--- src/rtl/pipe_hazard_ctrl_pkg.sv ---
// Shared definitions for the pipeline hazard/stall controller slice.
package pipe_ctrl_pkg;

  // Architectural register index width (x0..x31).
  localparam int REG_W = 5;

  // Default number of cycles a data-memory access may wait before abort.
  localparam int DEF_MEM_TIMEOUT = 64;

  // Sequencer state: normal flow, or frozen waiting on data memory.
  typedef enum logic {
    RUN      = 1'b0,
    MEM_WAIT = 1'b1
  } state_e;

endpackage

--- src/rtl/pipe_hazard_ctrl_if.sv ---
// Pipeline-register control bundle between the datapath and the hazard controller.
interface pipe_hazard_ctrl_if
  import pipe_ctrl_pkg::*;
#(
  parameter int CNT_W = 16
);
  // Pipeline status observed by the controller
  logic [REG_W-1:0] ifid_rs1;
  logic [REG_W-1:0] ifid_rs2;
  logic             idex_memread;
  logic [REG_W-1:0] idex_rd;
  logic             exmem_branch;
  logic             exmem_zero;
  logic             exmem_memread;
  logic             exmem_memwrite;
  logic             dmem_ready;
  // Controls returned to the datapath
  logic             pc_write;
  logic             pc_src;
  logic             ifid_write;
  logic             ifid_flush;
  logic             idex_write;
  logic             idex_flush;
  logic             exmem_write;
  logic             exmem_flush;
  logic             dmem_req;
  logic             mem_err;
  logic [CNT_W-1:0] stall_cycles;

  // Datapath side: supplies status, consumes controls.
  modport master (
    output ifid_rs1, ifid_rs2, idex_memread, idex_rd, exmem_branch, exmem_zero,
           exmem_memread, exmem_memwrite, dmem_ready,
    input  pc_write, pc_src, ifid_write, ifid_flush, idex_write, idex_flush,
           exmem_write, exmem_flush, dmem_req, mem_err, stall_cycles
  );

  // Controller side.
  modport slave (
    input  ifid_rs1, ifid_rs2, idex_memread, idex_rd, exmem_branch, exmem_zero,
           exmem_memread, exmem_memwrite, dmem_ready,
    output pc_write, pc_src, ifid_write, ifid_flush, idex_write, idex_flush,
           exmem_write, exmem_flush, dmem_req, mem_err, stall_cycles
  );

endinterface

--- src/rtl/pipe_hazard_ctrl_hazard_detect.sv ---
// Load-use hazard compare: a load in ID/EX writing a register the ID instruction reads.
module hazard_detect
  import pipe_ctrl_pkg::*;
(
  input  logic [REG_W-1:0] ifid_rs1,
  input  logic [REG_W-1:0] ifid_rs2,
  input  logic             idex_memread,
  input  logic [REG_W-1:0] idex_rd,
  output logic             load_use
);

  // x0 is hardwired to zero, so a load targeting it never creates a dependency.
  assign load_use = idex_memread && (idex_rd != {REG_W{1'b0}}) &&
                    ((idex_rd == ifid_rs1) || (idex_rd == ifid_rs2));

endmodule

--- src/rtl/pipe_hazard_ctrl.sv ---
// Central stall/flush sequencer: memory freeze > taken branch > load-use bubble.
module pipe_hazard_ctrl
  import pipe_ctrl_pkg::*;
#(
  parameter int MEM_TIMEOUT = DEF_MEM_TIMEOUT,
  parameter int CNT_W       = 16
)(
  input  logic               clk,
  input  logic               reset,
  pipe_hazard_ctrl_if.slave  bus
);

  localparam int               WC_W    = $clog2(MEM_TIMEOUT + 1);
  localparam logic [WC_W-1:0]  WC_LAST = WC_W'(MEM_TIMEOUT - 1);
  localparam logic [CNT_W-1:0] CNT_MAX = {CNT_W{1'b1}};

  state_e           state_q, state_d;
  logic [WC_W-1:0]  wait_cnt_q, wait_cnt_d;
  logic             mem_err_q, mem_err_d;
  logic [CNT_W-1:0] stall_cycles_q, stall_cycles_d;

  logic memop_s, taken_s, load_use_s, timeout_s, freeze_s;
  logic pc_write_s, pc_src_s, ifid_write_s, ifid_flush_s;
  logic idex_write_s, idex_flush_s, exmem_write_s, exmem_flush_s, dmem_req_s;

  hazard_detect u_hazard_detect (
    .ifid_rs1     (bus.ifid_rs1),
    .ifid_rs2     (bus.ifid_rs2),
    .idex_memread (bus.idex_memread),
    .idex_rd      (bus.idex_rd),
    .load_use     (load_use_s)
  );

  assign memop_s   = bus.exmem_memread | bus.exmem_memwrite;
  assign taken_s   = bus.exmem_branch & bus.exmem_zero;
  // Abort fires on the last allowed wait cycle if memory still has not answered.
  assign timeout_s = (state_q == MEM_WAIT) && !bus.dmem_ready && (wait_cnt_q == WC_LAST);
  assign freeze_s  = !bus.dmem_ready &&
                     (((state_q == RUN) && memop_s) || ((state_q == MEM_WAIT) && !timeout_s));

  // Priority mux for pipeline controls plus next-state for FSM and counters.
  always_comb begin
    state_d        = state_q;
    wait_cnt_d     = wait_cnt_q;
    mem_err_d      = mem_err_q;
    stall_cycles_d = stall_cycles_q;
    pc_write_s     = 1'b1;
    pc_src_s       = 1'b0;
    ifid_write_s   = 1'b1;
    ifid_flush_s   = 1'b0;
    idex_write_s   = 1'b1;
    idex_flush_s   = 1'b0;
    exmem_write_s  = 1'b1;
    exmem_flush_s  = 1'b0;
    dmem_req_s     = memop_s;
    if (reset) begin
      pc_write_s     = 1'b0;
      ifid_write_s   = 1'b0;
      ifid_flush_s   = 1'b1;
      idex_write_s   = 1'b0;
      idex_flush_s   = 1'b1;
      exmem_write_s  = 1'b0;
      exmem_flush_s  = 1'b1;
      dmem_req_s     = 1'b0;
      state_d        = RUN;
      wait_cnt_d     = {WC_W{1'b0}};
      mem_err_d      = 1'b0;
      stall_cycles_d = {CNT_W{1'b0}};
    end else if (timeout_s) begin
      // Drop the stuck access; younger stages stay put.
      pc_write_s    = 1'b0;
      ifid_write_s  = 1'b0;
      idex_write_s  = 1'b0;
      exmem_write_s = 1'b0;
      exmem_flush_s = 1'b1;
      dmem_req_s    = 1'b0;
      mem_err_d     = 1'b1;
      state_d       = RUN;
      wait_cnt_d    = {WC_W{1'b0}};
    end else if (freeze_s) begin
      pc_write_s     = 1'b0;
      ifid_write_s   = 1'b0;
      idex_write_s   = 1'b0;
      exmem_write_s  = 1'b0;
      stall_cycles_d = (stall_cycles_q == CNT_MAX) ? stall_cycles_q
                                                   : stall_cycles_q + CNT_W'(1);
      if (state_q == RUN) begin
        state_d    = MEM_WAIT;
        wait_cnt_d = WC_W'(1);
      end else begin
        wait_cnt_d = wait_cnt_q + WC_W'(1);
      end
    end else begin
      // Memory answered (or no access): release and resolve control hazards now.
      state_d    = RUN;
      wait_cnt_d = {WC_W{1'b0}};
      if (taken_s) begin
        pc_src_s      = 1'b1;
        ifid_flush_s  = 1'b1;
        idex_flush_s  = 1'b1;
        exmem_flush_s = 1'b1;
      end else if (load_use_s) begin
        pc_write_s   = 1'b0;
        ifid_write_s = 1'b0;
        idex_flush_s = 1'b1;
      end else begin
        pc_src_s = 1'b0;
      end
    end
  end

  // State and counter registers; reset is folded into the next-state logic.
  always_ff @(posedge clk) begin
    state_q        <= state_d;
    wait_cnt_q     <= wait_cnt_d;
    mem_err_q      <= mem_err_d;
    stall_cycles_q <= stall_cycles_d;
  end

  assign bus.pc_write     = pc_write_s;
  assign bus.pc_src       = pc_src_s;
  assign bus.ifid_write   = ifid_write_s;
  assign bus.ifid_flush   = ifid_flush_s;
  assign bus.idex_write   = idex_write_s;
  assign bus.idex_flush   = idex_flush_s;
  assign bus.exmem_write  = exmem_write_s;
  assign bus.exmem_flush  = exmem_flush_s;
  assign bus.dmem_req     = dmem_req_s;
  assign bus.mem_err      = mem_err_q;
  assign bus.stall_cycles = stall_cycles_q;

endmodule

--- src/flat_wrapper.sv ---
// flat-port wrapper written by rule: the top's interface ports become plain ports
module pipe_hazard_ctrl_flat import pipe_ctrl_pkg::*;
#(
  parameter int MEM_TIMEOUT = DEF_MEM_TIMEOUT,
  parameter int CNT_W       = 16
)
  (clk, reset, bus_ifid_rs1, bus_ifid_rs2, bus_idex_memread, bus_idex_rd, bus_exmem_branch, bus_exmem_zero, bus_exmem_memread, bus_exmem_memwrite, bus_dmem_ready, bus_pc_write, bus_pc_src, bus_ifid_write, bus_ifid_flush, bus_idex_write, bus_idex_flush, bus_exmem_write, bus_exmem_flush, bus_dmem_req, bus_mem_err, bus_stall_cycles);
  pipe_hazard_ctrl_if #(.CNT_W(CNT_W)) bus_i ();
  input  logic clk;
  input  logic reset;
  input wire logic [$bits(bus_i.ifid_rs1)-1:0] bus_ifid_rs1;
  input wire logic [$bits(bus_i.ifid_rs2)-1:0] bus_ifid_rs2;
  input wire logic [$bits(bus_i.idex_memread)-1:0] bus_idex_memread;
  input wire logic [$bits(bus_i.idex_rd)-1:0] bus_idex_rd;
  input wire logic [$bits(bus_i.exmem_branch)-1:0] bus_exmem_branch;
  input wire logic [$bits(bus_i.exmem_zero)-1:0] bus_exmem_zero;
  input wire logic [$bits(bus_i.exmem_memread)-1:0] bus_exmem_memread;
  input wire logic [$bits(bus_i.exmem_memwrite)-1:0] bus_exmem_memwrite;
  input wire logic [$bits(bus_i.dmem_ready)-1:0] bus_dmem_ready;
  output wire logic [$bits(bus_i.pc_write)-1:0] bus_pc_write;
  output wire logic [$bits(bus_i.pc_src)-1:0] bus_pc_src;
  output wire logic [$bits(bus_i.ifid_write)-1:0] bus_ifid_write;
  output wire logic [$bits(bus_i.ifid_flush)-1:0] bus_ifid_flush;
  output wire logic [$bits(bus_i.idex_write)-1:0] bus_idex_write;
  output wire logic [$bits(bus_i.idex_flush)-1:0] bus_idex_flush;
  output wire logic [$bits(bus_i.exmem_write)-1:0] bus_exmem_write;
  output wire logic [$bits(bus_i.exmem_flush)-1:0] bus_exmem_flush;
  output wire logic [$bits(bus_i.dmem_req)-1:0] bus_dmem_req;
  output wire logic [$bits(bus_i.mem_err)-1:0] bus_mem_err;
  output wire logic [$bits(bus_i.stall_cycles)-1:0] bus_stall_cycles;
  assign bus_i.ifid_rs1 = bus_ifid_rs1;
  assign bus_i.ifid_rs2 = bus_ifid_rs2;
  assign bus_i.idex_memread = bus_idex_memread;
  assign bus_i.idex_rd = bus_idex_rd;
  assign bus_i.exmem_branch = bus_exmem_branch;
  assign bus_i.exmem_zero = bus_exmem_zero;
  assign bus_i.exmem_memread = bus_exmem_memread;
  assign bus_i.exmem_memwrite = bus_exmem_memwrite;
  assign bus_i.dmem_ready = bus_dmem_ready;
  assign bus_pc_write = bus_i.pc_write;
  assign bus_pc_src = bus_i.pc_src;
  assign bus_ifid_write = bus_i.ifid_write;
  assign bus_ifid_flush = bus_i.ifid_flush;
  assign bus_idex_write = bus_i.idex_write;
  assign bus_idex_flush = bus_i.idex_flush;
  assign bus_exmem_write = bus_i.exmem_write;
  assign bus_exmem_flush = bus_i.exmem_flush;
  assign bus_dmem_req = bus_i.dmem_req;
  assign bus_mem_err = bus_i.mem_err;
  assign bus_stall_cycles = bus_i.stall_cycles;
  pipe_hazard_ctrl #(.MEM_TIMEOUT(MEM_TIMEOUT), .CNT_W(CNT_W)) u_core (.clk(clk), .reset(reset), .bus(bus_i));
endmodule
--- config.mk ---
export PLATFORM = sky130hd
export DESIGN_NAME = pipe_hazard_ctrl_flat
export DESIGN_NICKNAME = d
export VERILOG_FILES = /design/src/rtl/pipe_hazard_ctrl_pkg.sv /design/src/rtl/pipe_hazard_ctrl_if.sv /design/src/rtl/pipe_hazard_ctrl_hazard_detect.sv /design/src/rtl/pipe_hazard_ctrl.sv /design/src/flat_wrapper.sv
export SDC_FILE = /design/constraint.sdc
export NUM_CORES = 1
export LEC_CHECK = 0
export ABC_CLOCK_PERIOD_IN_PS = 2600
export CAP_MARGIN = 10
export CORE_ASPECT_RATIO = 0.5
export CORE_UTILIZATION = 44
export DETAILED_ROUTE_END_ITERATION = 16
export GPL_TIMING_DRIVEN = 0
export PLACE_DENSITY = 0.85
export SLEW_MARGIN = 10
export SYNTH_ARGS = -nofsm -noshare
export SYNTH_HDL_FRONTEND = slang
export SYNTH_SLANG_ARGS = --single-unit
--- constraint.sdc ---
create_clock -name clk -period 2.6 [get_ports clk]
set_input_delay 0.52 -clock clk [delete_from_list [all_inputs] [get_ports clk]]
set_output_delay 0.52 -clock clk [all_outputs]
set_load 0.005 [all_outputs]
Yosys cells after proc, flatten, opt, wreduce, memory -nomap -nowiden
Index checks and enable logic that the tools add are counted.
{"block": "totals", "out_inout_bits": 26, "wordCells": 57, "ff_bits": 25, "inputBits": 23}
{"block": "classes", "addsub": 2, "n_bitwise": 6, "n_reduce_logical": 16, "n_eq_ne": 4, "mux": 24}
{"op": "two-way mux 1 bit", "n": 24}
{"op": "adder 16 x 1 -> 16 bit (second input constant)", "n": 1}
{"op": "equality test 16 bit (second input constant)", "n": 1}
{"op": "equality test 5 bit", "n": 2}
{"op": "adder 7 x 1 -> 7 bit (second input constant)", "n": 1}
{"op": "equality test 7 x 6 -> 1 bit (second input constant)", "n": 1}
{"op": "logical AND 1 bit", "n": 7}
{"op": "nonzero test 5 bit", "n": 1}
{"op": "NOT 1 bit", "n": 4}
{"op": "OR reduction 4 bit", "n": 1}
{"op": "AND reduction 3 bit", "n": 1}
{"op": "OR reduction 3 bit", "n": 1}
{"op": "logical NOT 1 bit", "n": 2}
{"op": "logical OR 1 bit", "n": 2}
{"op": "OR reduction 2 bit", "n": 1}
{"op": "AND 1 bit", "n": 1}
{"op": "OR 1 bit", "n": 1}

Depth between registers and ports, before layout
Gate-level depths: netlist of the first run.
{"block": "logic_depth", "word_depth": 10, "depth_mapped": 8, "depth_no_buf": 6}

By module
Synthesis of the first run repeated with hierarchy kept, for this count alone.
{"block": "hier_totals", "hier_cells": 161, "hier_area_um2": 1378.8}
{"module": "pipe_hazard_ctrl", "area_each_um2": 1253.7, "cells_each": 144, "n_inst": 1, "seq_area_each_um2": 500.5}
{"module": "hazard_detect", "area_each_um2": 125.1, "cells_each": 17, "n_inst": 1, "seq_area_each_um2": 0.0}

Worst setup path after synthesis of the first run
No wires, ideal clock.
{"block": "synth_path", "path_kind": "flip-flop to flip-flop", "from": "reg u_core.stall_cycles_q[0], in the netlist u_core.bus.stall_cycles[0]", "to": "reg u_core.stall_cycles_q[13], in the netlist u_core.bus.stall_cycles[13]", "path_stages_with_launch": 9, "required_ns": 2.529, "path_slack_ns": 0.399, "n_path_buf": 2, "arrival_ns": 2.130, "cell_sequence": "dfxtp_1 > ha_1 > and3_1 > and4b_4 > buf_6 > or3_1 > buf_2 > or4_1 > a21oi_1"}
{"block": "synth_between", "elab_chain_len": 3, "word_cells_on_any_way": 4, "classes_between": "add/sub: 1; eq/ne: 1; bitwise: 1; reduce/logical: 1"}
{"element": "from (decl)", "line": "pipe_hazard_ctrl.sv:20", "source": "logic [CNT_W-1:0] stall_cycles_q, stall_cycles_d;"}
{"element": "from (signal assigned)", "line": "pipe_hazard_ctrl.sv:117", "source": "stall_cycles_q <= stall_cycles_d;"}
{"element": "parallel branches: the longest is 3 deep, another holds adder 16 x 1 -> 16 bit"}
Parallel ways; which one is timed is not known.
A chain may end at the register's enable or synchronous reset.

Worst setup path after layout of the first run
{"block": "layout_path", "from": "in bus_ifid_rs1[3]", "to": "out bus_pc_write"}
{"block": "layout_between", "elab_chain_len": 8}
{"element": "from (decl)", "line": "flat_wrapper.sv:11", "source": "input wire logic [$bits(bus_i.ifid_rs1)-1:0] bus_ifid_rs1;"}
{"element": "equality test 5 bit", "line": "pipe_hazard_ctrl_hazard_detect.sv:14", "source": "((idex_rd == ifid_rs1) || (idex_rd == ifid_rs2));"}
{"element": "logical OR 1 bit", "line": "pipe_hazard_ctrl_hazard_detect.sv:14"}
{"element": "logical AND 1 bit", "line": "pipe_hazard_ctrl_hazard_detect.sv:13", "source": "assign load_use = idex_memread && (idex_rd != {REG_W{1'b0}}) &&"}
{"element": "two-way mux 1 bit", "line": "pipe_hazard_ctrl.sv:102", "source": "end else if (load_use_s) begin"}
{"element": "two-way mux 1 bit", "line": "pipe_hazard_ctrl.sv:97", "source": "if (taken_s) begin"}
{"element": "two-way mux 1 bit", "line": "pipe_hazard_ctrl.sv:80", "source": "end else if (freeze_s) begin"}
{"element": "two-way mux 1 bit", "line": "pipe_hazard_ctrl.sv:69", "source": "end else if (timeout_s) begin"}
{"element": "two-way mux 1 bit", "line": "pipe_hazard_ctrl.sv:56", "source": "if (reset) begin"}
{"element": "to (decl)", "line": "flat_wrapper.sv:20", "source": "output wire logic [$bits(bus_i.pc_write)-1:0] bus_pc_write;"}
No other way between the ends.

==> impl_metrics.yaml, run 1 <==
status:
  status: "completed"
setup_path:
  end_kind: "primary output"
  worst-path-max-fanout: 2
  reg2reg_depth: 8
  crit_required_ns: 2.08
  worst_setup_path_start_kind: "input port"
  cp.arrival_ns: 2.02
  ff2ff_setup_slack_ns: 0.24
  setup.worst_path.class: "input port to primary output"
die:
  rows: 13
  core_area_sq_mm: 0.002749
  ioPinCount: 49
  dieArea_sq_mm: 0.003322
  die_w_microns: 80.52
  initial_core_util_pct: 49.34
  die_h_microns: 41.26
logic_synthesis:
  yosysSeqAreaShare_pct: 36.90
  synthArstFlopShare_pct: 0
  synth_nets: 183
  ys.flop_type: "dfxtp_1"
  yosysTopAreaCellShare_pct: 36.90
  syn-cell-area_sq_mm: 0.001356
  syn_inst: 158
  synth_cell_types: 36
  yosys_warnings: 0
  synth_edf_count: 0
  synth-seq-cells: 25
  synth.most_common_cell: "nor2_1"
  synth_common_cells: "nor2_1, dfxtp_1, xnor2_1"
  avgSynthCellArea_sq_um: 8.584
  synth.area.top_cells: "dfxtp_1, xnor2_1, nor2_1, xor2_1, nor4_1"
  synth_top_area_cell: "dfxtp_1"
layout:
  fillCellCount: 191
  syn_to_final_growth_pct: 51.20
  drive_gt1_share_pct: 17.51
  antenna_cells: 0
  final_util_pct: 74.60
  nets: 243
sta:
  tightest_slew_ns: 0.4363
  setup_viol: 0
  post-route-period-util_pct: 97.63
  rsz0062_at_grt: "false"
  max_slew_margin_pct: 70.91
  min_period_ns: 2.538
  fmax_mhz: 393.9
  fin_tns_setup_ns: 0
  clock_skew_ns: 0.002380
  slew_viol_final: 0
  hold_viol: 0
grt:
  antenna_found_initial: 0
  grt_usage_pct: 22.09
  grt_pass1_wl_mm: 5.313
  grt_pass1_vias: 1180
  grt_overflow: 0
  grt_max_degree: 14
route:
  drtIter0Drc: 58
  route.detailed.drc: 0
  routed_wirelength_mm: 3.514
  vias: 1368
  routedWlPerCell_microns: 13.83
  firstDrtPassIters: 4
  postRouteAntennaNets: 0
  vias_per_cell: 5.386
cts:
  cts_tree: "done"
  clock_latency_ns: 0.27
  h-tree-depth: 1
  cts_num_sinks: 25
  clk_pin_slew_worst_paths_ns: 0.09
  root_buffer: "clkbuf_8"
  cts_inserted_buffers: 3
  cts_buffer_depth: 2
  hold_buffers: 0
placement:
  port_buffers: 47
  dp_hpwl_mm: 2.539
  gp_congestion: 0.7604
hold_path:
  hold_class: "flip-flop to flip-flop"
  whs_path_depth: 1
pwr:
  power.density_mw_per_mm2: 366.1
  ir_drop_uv: 226.2
  leakagePower_nw: 0.7698
flow_run:
  drv_cap: 0
[worst max-delay path, stage by stage]
cell	delay, ns
clkdlybuf4s50_1	0.41
xor2_1	0.15
nor3_2	0.23
o221ai_4	0.14
o21a_1	0.20
buf_4	0.12
dlygate4sd2_1	0.25
[flip-flops by register name (all words and copies together) (netlist names)]
register and cells:
u_core.state_q 1, u_core.bus.mem_err 1, u_core.wait_cnt_q 7, u_core.bus.stall_cycles 16
[power by group]
| group | internal (mW) | switching, mW |
|---|---|---|
| clock network | 0.110 | 0.125 |
| registers | 0.388 | 0.00619 |
| logic | 0.0692 | 0.0526 |
[path summary, 6_finish.rpt]
| path | to | start |
|---|---|---|
| min reg2reg | u_core.wait_cnt_q[0] | u_core.wait_cnt_q[0] |
| min | u_core.wait_cnt_q[0] | u_core.wait_cnt_q[0] |
| max reg2reg | u_core.bus.stall_cycles[15] | u_core.bus.stall_cycles[0] |
| max | bus_pc_write | bus_ifid_rs1[3] |
[layer usage]
layer  routed length, microns  GRT usage, %  share of wire (%)  vias up
met5                        0             0                  0        -
met4                       12         9.375               0.34        0
met3                      131         4.889                3.7        2
met2                     1782         40.68                 51       28
met1                     1588         26.17                 45      653
li1                         -             -                  -      685
[stage by stage]
stage	setup WS [ns]	total power, mW	instances	cell area, sq um	hold WS [ns]
after floorplan	0.3993	0.4518	158	1356	0.4434
after global placement	-0.8403	0.5197	242	1873	0.4523
after detailed placement	-0.9318	0.5229	242	1873	0.4675
after CTS	0.007457	0.7549	251	2013	0.4866
after global routing	0.001048	0.7919	254	2051	0.4942
final	0.06152	0.7508	254	2051	0.4501
[logic make-up after synthesis]
| kind of cell | synth area share, % |
|---|---|
| and+or+nand+nor | 32.10 |
| adders and majority gates | 1.845 |
| DFF | 36.90 |
| xor gates and xnor gates | 17.44 |
| muxes | 0.7380 |
| AOI/OAI and AO/OA | 5.905 |
| buffers and inverters | 5.073 |
[layout by cell type (no fill, tap or decap), drive strengths merged, types with 4 or more instances in the layout]
| master | count |
|---|---|
| clkdlybuf4s50 | 26 |
| nor2 | 26 |
| dfxtp | 25 |
| xnor2 | 20 |
| buf | 15 |
| dlygate4sd2 | 13 |
| clkbuf | 12 |
| nand3 | 9 |
| nor4 | 9 |
| xor2 | 7 |
| nor3 | 7 |
| nand2 | 6 |
| nand4 | 5 |
| dlymetal6s2s | 4 |
| nor4b | 4 |
[area by class of cell]
| cell class | count | area [sq um] | area share [%] |
|---|---|---|---|
| sequential | 25 | 501.7 | 24.47 |
| multi-input combinational | 121 | 860.8 | 41.98 |
| buffer | 10 | 81.33 | 3.966 |
| inverter | 1 | 3.754 | 0.1830 |
| tap | 37 | 46.29 | 2.257 |
| clock buffer | 4 | 45.04 | 2.196 |
| timing repair buffer | 56 | 511.7 | 24.95 |
[timing repair]
action                                  4_1_cts  5_1_grt
pin swaps                                    14       14
endpoints found under the setup margin        9        6
buffers inserted                              6        3
resized for setup                            32       18
(Power assumes the default switching activity.)
==> run 2, diff against run 1 <==
--- a/config.mk
+++ b/config.mk
@@ -6,7 +6,7 @@
 export NUM_CORES = 1
 export LEC_CHECK = 0
 export ABC_CLOCK_PERIOD_IN_PS = 2600
-export CAP_MARGIN = 10
+export CAP_MARGIN = 15
 export CORE_ASPECT_RATIO = 0.5
 export CORE_UTILIZATION = 44
 export DETAILED_ROUTE_END_ITERATION = 16
==> results of run 2 <==
Final layout, timing and power as in run 1 (identical DEF).
